[src/rtl/control_switch_pkg.sv]
// control_switch_pkg: accessory controller states and command-word field offsets
package control_switch_pkg;
  typedef enum logic [1:0] {IDLE, IN, OUT} acc_state_e;
  function automatic int dst_lo();
    return 1;
  endfunction
  function automatic int src_lo(input int dst_w);
    return 1 + dst_w;
  endfunction
  function automatic int chr_lo(input int dst_w, input int src_w);
    return 1 + dst_w + src_w;
  endfunction
endpackage

[src/rtl/onehot_dec.sv]
// onehot_dec: binary code to one-hot vector
module onehot_dec #(
  parameter int W = 5
) (
  input  logic [W-1:0]    a,
  output logic [2**W-1:0] y
);
  // exactly one output line follows the input code
  always_comb begin
    y = '0;
    y[a] = 1'b1;
  end
endmodule

[src/rtl/control_switch_param.sv]
// control_switch_param: serial command register, one-hot switch decode and accessory I/O sequencer; CTRL_SW_SNAPSHOT_EN adds cmd_snap/snap_vld
module control_switch_param
  import control_switch_pkg::*;
#(
  parameter int DST_W       = 5,
  parameter int SRC_W       = 5,
  parameter int CHR_W       = 2,
  parameter int DST_SPECIAL = 31,
  parameter int SRC_SPECIAL = 31,
  parameter int SRC_IN_CTL  = 12,
  parameter int SRC_OUT     = 20,
  parameter int OUT_BITS    = 29,
  parameter int MAX_WORDS   = 108,
  localparam int CMD_W      = 1 + DST_W + SRC_W + CHR_W
) (
  input  logic              CLOCK,
  input  logic              rst_n,
  input  logic              cmd_bit,
  input  logic              cmd_load,
  input  logic              cmd_shift,
  input  logic              tr,
  input  logic              pj,
  input  logic              m20,
  input  logic              ph_start,
  input  logic              ph_stop,
  input  logic              acc_in,
  output logic [CMD_W-1:0]  cmd_q,
  output logic [2**DST_W-1:0] dst_dec,
  output logic [2**SRC_W-1:0] src_dec,
  output logic              cs,
  output logic              ds,
  output logic              acc_start,
  output logic              acc_stop,
  output logic              acc_timeout,
  output logic              eb_in,
  output logic              out_shift,
  output logic              out_done,
  output logic              busy
`ifdef CTRL_SW_SNAPSHOT_EN
  ,
  output logic [CMD_W-1:0]  cmd_snap,
  output logic              snap_vld
`endif
);
  localparam int DL   = dst_lo();
  localparam int SL   = src_lo(DST_W);
  localparam int CL   = chr_lo(DST_W, SRC_W);
  localparam int WC_W = $clog2(MAX_WORDS + 1);
  localparam int BC_W = $clog2(OUT_BITS + 1);
  logic [DST_W-1:0] dst;
  logic [SRC_W-1:0] src;
  logic [WC_W-1:0]  wcnt;
  logic [BC_W-1:0]  bcnt;
  logic             start_req, stop_req, out_req, limit, last_bit;
  acc_state_e       state;
  assign dst       = cmd_q[DL +: DST_W];
  assign src       = cmd_q[SL +: SRC_W];
  assign cs        = cmd_q[CL + CHR_W - 1] && dst != DST_W'(DST_SPECIAL) && src != SRC_W'(SRC_SPECIAL);
  assign ds        = tr && dst == DST_W'(DST_SPECIAL);
  assign start_req = ds && src == SRC_W'(SRC_IN_CTL) && ph_start;
  assign stop_req  = ds && src == SRC_W'(SRC_IN_CTL) && ph_stop;
  assign out_req   = ds && src == SRC_W'(SRC_OUT) && pj;
  assign limit     = m20 && wcnt == WC_W'(MAX_WORDS - 1);
  assign last_bit  = bcnt == BC_W'(OUT_BITS - 1);
  assign eb_in     = acc_in && m20 && state == IN;
  assign out_shift = state == OUT && pj;
  assign out_done  = out_shift && last_bit;
  assign busy      = state != IDLE;
  onehot_dec #(.W(DST_W)) u_dst (.a(dst), .y(dst_dec));
  onehot_dec #(.W(SRC_W)) u_src (.a(src), .y(src_dec));
  // serial command entry at the MSB; a simultaneous shift moves the old MSB down
  always_ff @(posedge CLOCK or negedge rst_n) begin
    if (!rst_n) cmd_q <= '0;
    else begin
      if (cmd_shift) cmd_q[CMD_W-2:0] <= cmd_q[CMD_W-1:1];
      if (cmd_load) cmd_q[CMD_W-1] <= cmd_bit;
    end
  end
  // accessory sequencer: input session with word timeout, fixed-length output word
  always_ff @(posedge CLOCK or negedge rst_n) begin
    if (!rst_n) begin
      state       <= IDLE;
      wcnt        <= '0;
      bcnt        <= '0;
      acc_start   <= 1'b0;
      acc_stop    <= 1'b0;
      acc_timeout <= 1'b0;
    end else begin
      acc_start <= 1'b0;
      acc_stop  <= 1'b0;
      case (state)
        IDLE: begin
          if (start_req) begin
            state       <= IN;
            wcnt        <= '0;
            acc_start   <= 1'b1;
            acc_timeout <= 1'b0;
          end else if (out_req) begin
            state <= OUT;
            bcnt  <= '0;
          end
        end
        IN: begin
          if (m20 && !limit) wcnt <= wcnt + 1'b1;
          if (stop_req || limit) begin
            state    <= IDLE;
            acc_stop <= 1'b1;
          end
          if (limit) acc_timeout <= 1'b1;
        end
        OUT: begin
          if (!pj || last_bit) state <= IDLE;
          else bcnt <= bcnt + 1'b1;
        end
        default: state <= IDLE;
      endcase
    end
  end
`ifdef CTRL_SW_SNAPSHOT_EN
  logic load_d;
  // capture the finished command word on the falling edge of cmd_load
  always_ff @(posedge CLOCK or negedge rst_n) begin
    if (!rst_n) begin
      load_d   <= 1'b0;
      cmd_snap <= '0;
      snap_vld <= 1'b0;
    end else begin
      load_d <= cmd_load;
      if (load_d && !cmd_load) begin
        cmd_snap <= cmd_q;
        snap_vld <= 1'b1;
      end
    end
  end
`endif
endmodule

[config.mk]
export PLATFORM = sky130hd
export DESIGN_NAME = control_switch_param
export DESIGN_NICKNAME = d
export VERILOG_FILES = /design/src/rtl/control_switch_pkg.sv /design/src/rtl/onehot_dec.sv /design/src/rtl/control_switch_param.sv
export SDC_FILE = /design/constraint.sdc
export NUM_CORES = 1
export LEC_CHECK = 0
export BUFFER_PORTS_ARGS = -buffer_cell sky130_fd_sc_hd__buf_2
export CORE_ASPECT_RATIO = 1.1
export CORE_MARGIN = 10
export CORE_UTILIZATION = 35
export CTS_BUF_LIST = sky130_fd_sc_hd__clkbuf_4 sky130_fd_sc_hd__clkbuf_8
export CTS_CLUSTER_DIAMETER = 30
export CTS_CLUSTER_SIZE = 10
export DETAILED_ROUTE_END_ITERATION = 12
export GPL_TIMING_DRIVEN = 1
export HOLD_SLACK_MARGIN = 0.12
export PLACE_DENSITY = 0.72
export SYNTH_ARGS = -nofsm -noshare
export SYNTH_HDL_FRONTEND = slang
export SYNTH_SLANG_ARGS = --single-unit
[constraint.sdc]
create_clock -name CLOCK -period 1.6 [get_ports CLOCK]
set_input_delay 0.16 -clock CLOCK [delete_from_list [all_inputs] [get_ports CLOCK]]
set_output_delay 0.16 -clock CLOCK [all_outputs]
set_load 0.01 [all_outputs]
==> impl_results.md <==
* Overall power at around 3.5 mW
* RSZ-0062 raised after global routing: yes
* Worst-path maximum fanout at 6
* Syn avg cell area at about 8.5 um^2
* Reg clk slew, reported paths at 60 ps
* Post-DP Area at 2445 um^2
* Pin count of the biggest net entering global routing at 31
* DR vias at between 1500 and 2000
* Num ports at just under 100
* Netlist Area Pre-Place at 1878 um^2
* Layout cells sized above 1 at 52.68%
* Clock skew at between 5 and 6 ps
* Leak at 1.490 nW
* Pre-antenna DRT Iters at 4
* Share of the synthesized area in the top cell type at 39.97%
* Min Tclk post-route at 1595 ps
* TritonCTS Sinks at 30
* Die area at 8699 um^2
* # rows at 27
* Data arrival time of the worst path at 1440 ps
* # nets final at 351
* Vias in the first global route at 1860
* CP max stage cell: dfrtp_2
* Maximum vdd drop at 0.4038 mV
* Top FF cell, synth: dfrtp_1
* Area Growth Syn to Fin at 46.84%
* Leading area contributor after synthesis: dfrtp_1
* Routed wl met3 at 603 um
* Num CTS Buffers at 5
* Routed WL at between 5 and 6 mm
* Clk buf depth at 2
* HP Class: input port to flop
* TNS Setup at 0 ps
* Drc violations at 0
* Fin. max-slew vios at 0
* Per-cell routed wire length at between 10 and 15 um
* Setup-failing EPs final at 0
* Synth unique cells at 43
* Total congestion overflow at 0
* Initial antenna violation count at 0
* Synth warnings at 0
* Synth top area cells: dfrtp_1, nor2_1, mux2_2, xor2_1, nand2_1
* Number of vias per cell at between 4 and 5
* Min Hold Slack at 133.1 ps
* Worst Tran Pin Value at 670.7 ps
* Initial core utilization at a little under two fifths
* Sequential fraction of the synthesis area at 39.97%
* Met2 WL at 2.747 mm
* Critical Setup Path Class: flop to primary output
* Cell with the most instances after synthesis: nor2_1
* Ys async rst share at 100.0%
* Final hold vios at 0
* Max layer used: met4
* Post-Syn Nets at 234
* Die Wd at between 80 and 90 um
* I/O Buffers at 96
* Clk_lat worst skew at about 280 ps
* Diodes inserted at 0
* Setup crit end kind: primary output
* Fill cells at 472
* EDFF count, synth at 0
* Flops & latches, synth at 30
* Post-Synthesis Cells at 220
* Power Density at between 1000 and 1500 nW/um^2
* CTS tree: done
* Tcrit/Tclk final at between 90% and 100%
* Placeable Area at 5101 um^2
* 1st-iter DRT viols at between 100 and 150
* Crit-path cells: buf_6 > or3_4 > nor2_2 > buf_2
* Die Height at 96.83 um
* Placer Congestion at 0.7762
* HPWL Detailed at 4.526 mm
* Worst endpoint required time at 1440 ps
* Antenna Violating Nets Remaining at 0
* Status: completed
* MaxCap Viol Count at 0
* First-pass GRT wire length at 9.218 mm
* Slew HR at 55.29%
* Fmax at between 600 and 700 MHz
* Worst setup SP type: flop
* Layout Cell Area excl Fill at 2758 um^2
* H-tree levels at 2
* Top post-synthesis cells by count: nor2_1, dfrtp_1, mux2_2
* Clk Tree Root Cell: clkbuf_8
* Gr usage total at 12.37%
* Worst path max stage delay at around 440 ps
* WL met1 at 2.508 mm
-- critical path, delay by kind of cell (launching register included) --
| kind | cells | cell delay (ps) |
|---|---|---|
| buffers and inverters | 2 | 280 |
| flip-flops | 1 | 440 |
| AND/OR/NAND/NOR | 2 | 450 |
-- through the flow --
stage                     cells  setup WS [ps]  util [%]
final                       408          4.941     54.06
after global placement      382          148.5     47.93
after global routing        408         -70.16     54.06
after floorplan             220         -24.33         -
after detailed placement    382          70.60     47.93
after CTS                   400          2.088     51.97
-- path summary, 6_finish.rpt --
path,to,startpoint,depth (start not counted),slack (ps)
max reg2reg,wcnt[0],cmd_q[10],5,40
min in group asynchronous,bcnt[2],rst_n,2,460
max,dst_dec[0],cmd_q[5],4,5
min,cmd_q[12],cmd_load,2,130
max in group asynchronous,cmd_q[5],rst_n,2,660
min reg2reg,cmd_q[0],cmd_q[0],1,510
-- flip-flops by register name (all words and copies together) (netlist names) --
register / cells
acc_stop: 1
acc_timeout: 1
bcnt: 5
wcnt: 7
state: 2
cmd_q: 13
acc_start: 1
-- power breakdown --
group          internal (mW)  switching [mW]
Clock                  0.331           0.263
Sequential             0.898           0.200
Combinational          0.869           0.941
-- area by class of cell --
class                   count  area [um^2]  area share, %
flip-flops and latches     30        760.7          27.59
repair buffers            126        721.9          26.18
well taps                  72        90.09          3.267
multi-input cells         171         1091          39.56
inverters                   3        11.26         0.4083
clock buffers               6        82.58          2.995
-- logic make-up after synthesis --
logic type                 after synthesis  synth area share [%]
muxes                                   15                 9.127
AOI/OAI and AO/OA                       10                 3.864
DFF                                     30                 39.97
xor gates and xnor gates                 7                 3.265
and+or+nand+nor                        136                 36.98
buffers and inverters                   19                 4.797
adders and majority gates                3                 1.999
-- per-layer routing --
layer | GRT usage [%] | up-vias
li1 | - | 965
met1 | 14.10 | 874
met2 | 20.44 | 77
met3 | 5.551 | 7
met4 | 3.214 | 0
met5 | 0 | -
-- what timing repair did --
item / in CTS / in global routing
hold endpoints to repair: 31 / 0
pin swaps: 0 / 7
gates resized for setup: 13 / 17
endpoints found under the setup margin: 26 / 37
hold buffers: 2 / 0
buffers inserted: 10 / 8
-- layout by cell type, fill, tap and decap left out, types with 3 or more instances in the layout --
cell	count
ha_1	3
dfrtp_2	8
nand3b_1	5
nor2_1	67
or3b_4	4
nand4_1	5
buf_2	96
dfrtp_1	22
nand2_1	12
buf_6	3
nand3_1	8
and3_1	3
clkbuf_8	6
nor3_1	3
nor2_2	9
mux2_2	13
buf_4	25
xor2_1	6
inv_1	3
Power figures use the tool's default switching activity.
